===== src/rtl/crc32_share_arb.sv =====
// crc32_share_arb
//   One bit-serial CRC-32 engine shared between NREQ byte-stream requesters.
//   A requester is chosen round-robin and keeps the engine for a whole
//   packet; each finished packet yields one tagged result word.
//
// Ports
//   clk        in   clock, rising edge
//   rst        in   synchronous active-high reset
//   req_valid  in   [NREQ]    byte valid per requester
//   req_last   in   [NREQ]    final byte of the packet
//   req_data   in   [8*NREQ]  requester k drives bits [8k+7:8k]
//   req_ready  out  [NREQ]    byte taken on valid & ready
//   res_valid  out            result available
//   res_id     out  [2]       requester index of the result
//   res_crc    out  [32]      final CRC (crc_reg ^ XOROUT)
//   res_ready  in             result taken on valid & ready
//   busy       out            engine not idle
//
// Handshakes: a transfer happens on a rising edge where valid and ready are
// both high. req_ready and res_valid are decoded from registered state only,
// never from the matching valid/ready input.

module crc32_share_arb #(
    parameter int          NREQ   = 2,
    parameter logic [31:0] POLY   = 32'hEDB88320,
    parameter logic [31:0] INIT   = 32'hFFFFFFFF,
    parameter logic [31:0] XOROUT = 32'hFFFFFFFF
) (
    input  logic              clk,
    input  logic              rst,
    input  logic [NREQ-1:0]   req_valid,
    input  logic [NREQ-1:0]   req_last,
    input  logic [8*NREQ-1:0] req_data,
    output logic [NREQ-1:0]   req_ready,
    output logic              res_valid,
    output logic [1:0]        res_id,
    output logic [31:0]       res_crc,
    input  logic              res_ready,
    output logic              busy
);

    localparam logic [1:0] S_IDLE   = 2'd0;
    localparam logic [1:0] S_ACCEPT = 2'd1;
    localparam logic [1:0] S_SHIFT  = 2'd2;
    localparam logic [1:0] S_RESULT = 2'd3;

    logic [1:0]  state;
    logic [1:0]  rr_ptr;
    logic [1:0]  grant;
    logic [31:0] crc_reg;
    logic [2:0]  bit_cnt;
    logic        last_q;

    // Requester lanes padded to the maximum of four so that a 2-bit index
    // can address them for any legal NREQ.
    logic [3:0]  valid4;
    logic [3:0]  last4;
    logic [31:0] data4;

    for (genvar k = 0; k < 4; k++) begin : g_pad
        if (k < NREQ) begin : g_lane
            assign valid4[k]        = req_valid[k];
            assign last4[k]         = req_last[k];
            assign data4[8*k +: 8]  = req_data[8*k +: 8];
        end else begin : g_none
            assign valid4[k]        = 1'b0;
            assign last4[k]         = 1'b0;
            assign data4[8*k +: 8]  = 8'h00;
        end
    end

    for (genvar k = 0; k < NREQ; k++) begin : g_ready
        assign req_ready[k] = (state == S_ACCEPT) && (grant == 2'(k));
    end

    // Round-robin pick: scan offsets from the highest down so the lowest
    // offset from rr_ptr that holds valid is the one left in pick.
    logic [1:0] pick;
    logic       any_valid;
    logic [2:0] sum;

    always_comb begin
        pick      = rr_ptr;
        any_valid = 1'b0;
        sum       = 3'd0;
        for (int i = NREQ - 1; i >= 0; i--) begin
            sum = {1'b0, rr_ptr} + 3'(i);
            if (sum >= 3'(NREQ)) begin
                sum = sum - 3'(NREQ);
            end
            if (valid4[sum[1:0]]) begin
                pick      = sum[1:0];
                any_valid = 1'b1;
            end
        end
    end

    // Byte, valid and last of the lane currently holding the grant.
    logic       g_valid;
    logic       g_last;
    logic [7:0] g_data;

    always_comb begin
        g_valid = valid4[grant];
        g_last  = last4[grant];
        case (grant)
            2'd0:    g_data = data4[7:0];
            2'd1:    g_data = data4[15:8];
            2'd2:    g_data = data4[23:16];
            default: g_data = data4[31:24];
        endcase
    end

    logic [1:0] grant_inc;
    assign grant_inc = (grant == 2'(NREQ - 1)) ? 2'd0 : grant + 2'd1;

    always_ff @(posedge clk) begin
        if (rst) begin
            state   <= S_IDLE;
            rr_ptr  <= 2'd0;
            grant   <= 2'd0;
            crc_reg <= INIT;
            bit_cnt <= 3'd0;
            last_q  <= 1'b0;
        end else begin
            case (state)
                S_IDLE: begin
                    if (any_valid) begin
                        grant   <= pick;
                        crc_reg <= INIT;
                        state   <= S_ACCEPT;
                    end
                end
                S_ACCEPT: begin
                    // Grant stays locked while the owner idles between bytes.
                    if (g_valid) begin
                        crc_reg <= crc_reg ^ {24'h0, g_data};
                        last_q  <= g_last;
                        bit_cnt <= 3'd0;
                        state   <= S_SHIFT;
                    end
                end
                S_SHIFT: begin
                    crc_reg <= crc_reg[0] ? ((crc_reg >> 1) ^ POLY) : (crc_reg >> 1);
                    bit_cnt <= bit_cnt + 3'd1;
                    if (bit_cnt == 3'd7) begin
                        state <= last_q ? S_RESULT : S_ACCEPT;
                    end
                end
                S_RESULT: begin
                    if (res_ready) begin
                        rr_ptr <= grant_inc;
                        state  <= S_IDLE;
                    end
                end
                default: state <= S_IDLE;
            endcase
        end
    end

    assign res_valid = (state == S_RESULT);
    assign res_id    = res_valid ? grant : 2'd0;
    assign res_crc   = res_valid ? (crc_reg ^ XOROUT) : 32'h0;
    assign busy      = (state != S_IDLE);

endmodule


===== config.mk =====
export PLATFORM = sky130hd
export DESIGN_NAME = crc32_share_arb
export DESIGN_NICKNAME = d
export VERILOG_FILES = /design/src/rtl/crc32_share_arb.sv
export SDC_FILE = /design/constraint.sdc
export NUM_CORES = 1
export LEC_CHECK = 0
export CAP_MARGIN = 40
export CORE_MARGIN = 10
export CORE_UTILIZATION = 42
export CTS_CLUSTER_DIAMETER = 120
export DETAILED_ROUTE_END_ITERATION = 10
export DONT_BUFFER_PORTS = 1
export HOLD_SLACK_MARGIN = 0.1
export SLEW_MARGIN = 20
export SYNTH_ARGS = -nofsm -noshare
export SYNTH_HDL_FRONTEND = slang
export SYNTH_SLANG_ARGS = --single-unit

===== constraint.sdc =====
create_clock -name clk -period 4.5 [get_ports clk]
set_clock_uncertainty 0.05 [all_clocks]
set_input_delay 0.675 -clock clk [delete_from_list [all_inputs] [get_ports clk]]
set_output_delay 0.675 -clock clk [all_outputs]
set_load 0.02 [all_outputs]

* Word level (Yosys, flattened, before mapping)
Cells that the tools add are included.
** Storage, ports and cells
- Register bits after elaboration :: 42
- Bits of input ports :: 23
- Logic and storage cells :: 71
** Cells by class
- Add/sub/neg operators :: 5
- Magnitude comparators :: 5
- Equal/unequal tests :: 9
- Muxes and demuxes :: 30
- Bitwise logic cells :: 3
- Reductions and logical operators :: 13
** Operator list (number)
- $mux W32 :: 4
- $pmux W32 S3 :: 1
- $not A32 Y32 :: 1
- $xor A32 B8 Y32 :: 1
- $mux W2 :: 11
- $pmux W8 S2 :: 1
- $not A13 Y14 :: 1
- $lt A2 B3 Y1 const B :: 3
- $bmux W1 S2 :: 4
- $pmux W2 S4 :: 1
- $reduce_and A2 Y1 :: 4
- $mux W1 :: 6
- $ne A2 B2 Y1 const B :: 3
- $pmux W3 S2 :: 1
- $eq A2 B1 Y1 const B :: 2
- $eq A2 B2 Y1 const B :: 2
- $logic_not A2 Y1 :: 2
- $reduce_and A4 Y1 :: 1
- $reduce_bool A2 Y1 :: 2
- $sub A2 B2 Y2 const B :: 2
- $add A2 B1 Y3 const B :: 1
- $add A3 B1 Y3 const B :: 1
- $eq A3 B3 Y1 const B :: 1
- $ge A3 B2 Y1 const B :: 1
- 7 further kinds :: 8

* Longest topological paths before layout
- Depth after elaboration :: 9
- Gate-level depth with buffers :: 8
- Depth with buffers taken out :: 6

* Least setup slack after synthesis
OpenSTA, ideal clock, no wires.
- Kind :: reg-to-output
- Start :: reg state[1]
- End :: out req_ready[0]
- Arrival :: 1.642 ns
- Data required time :: 3.775 ns
- Path slack :: 2.133 ns
- Stages on the path, launching flop included :: 7
- Cells stage by stage :: dfxtp_1 > inv_1 > ha_1 > clkbuf_1 > clkbuf_1 > nor2b_1 > nor2b_1
** Between the ends
- Longest elaborated chain between the ends :: 2
** Ends and longest elaborated chain
- start: declaration :: RTL line 47 : logic [1:0] state;
- start signal: assignment :: RTL line 147 : state <= last_q ? S_RESULT : S_ACCEPT;
- $eq A2 B1 Y1 :: RTL line 73 : assign req_ready[k] = (state == S_ACCEPT) && (grant == 2'(k));
- $logic_and A1 B1 Y1 :: RTL line 73
- end: declaration :: RTL line 34 : output logic [NREQ-1:0] req_ready,
Every way passes these cells.

* Worst setup path after layout
Same ends and word-level chain as after synthesis.

==> results.tsv <==
metric	value	unit
Max-Cap Viols	0	
largest delay contributor family on the critical path	simple AND/OR/NAND/NOR gates	
# port buffers	0	
combinational fraction of design power	41.6	%
Routed Antenna Nets	0	
FMAX	358	MHz
number of flip-flops in the largest register	32	
number of global-route vias before repair	1875	
Clk pwr share	21.6	%
WL final	6070	um
fraction of layout cells with a size suffix above 1	7.87	%
Post CTS Setup Buffer Count	0	
grt ovf	0	
Via density	5.68	
crit-path cells	inv_1 > ha_1 > nor2b_1 > nor2b_1	
Core Rows	27	
main flop type after synthesis	dfxtp_1	
WHS Path Cells	1	
most used cell, CP	nor2b_1	
startpoint class of the critical path	flop	
Die W	95.7	um
Post-Synthesis Cell Area	2410	sq um
Cells after Synth	278	
unrepaired setup endpoints after global routing	false	
sequential share of power	36.8	%
First-pass DRT Iterations	4	
DRC Markers	0	
Die Area	9160	sq um
core footprint	5540	sq um
Worst Path Arrival	2.06	ns
syn_area_per_cell	8.66	sq um
antenna violations before repair	0	
status	finished clean	
CP Buf/Inv Count	1	
count leader, synth	dfxtp_1	
Chip Height	95.7	um
crit path capture type	output pin	
top cells by instance count after synthesis	dfxtp_1 (42), nor2b_1 (38), nand2b_1 (25)	
sequential element share of the synthesized area	34.9	%
Critical Path RT	3.77	ns
Worst Hold Class	in -> reg	
Switching Power	526	uW
CTS Root Cell	clkbuf_8	
R2R Path Start	state[0]	
Internal	834	uW
GRT Util Overall	12.9	%
clk sink count	42	
cell taking the most area after synthesis	dfxtp_1	
Wirelength per Cell	17.9	um
Leakage Power	0.840	nW
Num CTS Buffers	5	
Skew-Pair Late Insertion Delay	0.29	ns
cells taking the most area after synthesis	dfxtp_1 (35%), nor2b_1 (9.9%), nand2b_1 (6.5%)	
clock tree buffer depth	2	
Post-synth EDFFs	0	
first-pass GRT wire length	9610	um
top cell type's share of synthesized area	34.9	%
endpoints failing hold	0	
Post-Route Setup TNS	0	ns
Min Clock Period, post-route	2.79	ns
PD cells	536	nW/um^2
Hold Path End	bit_cnt[0]	
RePlAce Congestion	0.738	
CTS tree	built	
total power	1.36	mW
Worst-path clk slew	0.08	ns
Worst Path Max Fanout	20	
kind of critical path	reg -> out	
crit share post-route	62.0	%
hpwl dp	4050	um
Starting Density	43.5	%
Distinct cells, synth	38	
Ports	61	
R2R cell count	6	
Slowest Stage Delay on Critical Path	0.54	ns
switch share	38.7	%
Syn Nets	308	
flop-to-flop setup slack	2.18	ns
worst slew pin tran	0.777	ns
via count	1926	
largest net degree at the start of global routing	44	
Seq cells post-synth	42	
Critical Path Slowest Stage Cell	ha_1	
post_cts resized	0	
asr flop ratio synth	0	%
Post-layout nets	296	
synthesis warning total	0	
hold_sp	rst	
Post-CTS Hold Fix Bufs	0	
CTS H-tree depth	2	
Ant. Diodes	0	
max_slew headroom	48.2	%
worst vdd ir	0.187	mV
Final Max Slew Viols	0	
final setup fails	0	
area delta synth->final	5.46	%
R2R Path End	crc_reg[0]	
Initial DRC Count	107	
[power groups by stage]
| stage | logic (mW) | clock network [mW] | registers (mW) |
|---|---|---|---|
| 3_5_place_dp | 0.546 | 0 | 0.522 |
| 5_1_grt | 0.621 | 0.318 | 0.512 |
| 6_report | 0.566 | 0.293 | 0.500 |
| 2_1_floorplan | 0.496 | 0 | 0.470 |
| 3_3_place_gp | 0.534 | 0 | 0.520 |
| 4_1_cts | 0.547 | 0.307 | 0.515 |
[kinds of logic (layout without fill, tap and decap cells)]
family | after synthesis | in the layout | synth area share (%)
DFF | 42 | 42 | 34.9
and+or+nand+nor | 116 | 116 | 29.1
muxes | 10 | 10 | 4.37
adders and majority gates | 7 | 7 | 3.64
AOI/OAI and AO/OA | 61 | 61 | 17.9
buffers and inverters | 29 | 18 | 5.35
xor gates and xnor gates | 13 | 13 | 4.73
[per-stage QoR]
stage / instance area, sq um / hold slack [ns] / utilization, % / worst slack [ns] / cells
floorplan: 2410 / 0.394 / - / 2.13 / 278
global placement: 2410 / 0.399 / 43.6 / 2.11 / 330
detailed placement: 2410 / 0.413 / 43.6 / 2.00 / 330
CTS: 2520 / 0.385 / 45.6 / 1.68 / 338
global route: 2540 / 0.394 / 45.8 / 1.51 / 339
finish: 2540 / 0.402 / 45.8 / 1.71 / 339
[worst reg2reg max path: cells and delay by family, from the launching register on]
kind	cells	cell delay (ns)
compound gates	2	1.01
fa+ha+maj	1	0.29
flops	1	0.40
simple gates	2	0.35
buf+inv	1	0.12
[cell type report]
class | instances | area, sq um
Multi-Input combinational cell | 207 | 1440
Sequential cell | 42 | 841
Clock buffer | 6 | 72.6
Tap cell | 72 | 90.1
Fill cell | 573 | 3000
Timing Repair Buffer | 4 | 37.5
Inverter | 6 | 22.5
Clock inverter | 2 | 37.5
[placed cells by master, fill, tap and decap left out, types with 2 or more instances in the layout]
cell,instances
a21oi_1,7
a221o_1,8
a221oi_1,2
a311oi_1,2
a32oi_1,2
and2_1,3
and3b_1,2
buf_4,3
clkbuf_8,5
dfxtp_1,42
ha_1,7
inv_1,6
mux2i_1,9
nand2_1,12
nand2b_1,25
nand3_1,16
nor2_1,6
nor2b_1,38
o21ai_0,10
o22ai_1,23
or3_1,2
or4b_1,3
or4b_2,5
xor2_1,13
[how the worst max path moves through the flow]
stage                         endpoint  slack, ns  cells past startpoint  startpoint
after detailed placement  req_ready[0]       2.00                      4    state[1]
after global routing        res_crc[7]       1.51                      3    state[1]
after floorplan           req_ready[0]       2.13                      6    state[1]
after global placement      res_crc[2]       2.11                      3    state[1]
final                     req_ready[0]       1.71                      4    state[1]
after CTS                   res_crc[7]       1.68                      3    state[1]
[routing by layer]
metal / wire (um) / vias up / global-route usage (%)
li1: - / 954 / -
met1: 2560 / 919 / 15.2
met2: 2980 / 45 / 21.8
met3: 461 / 8 / 4.12
met4: 63 / 0 / 4.05
met5: 0 / - / 0
Power figures use the tool's default switching activity.
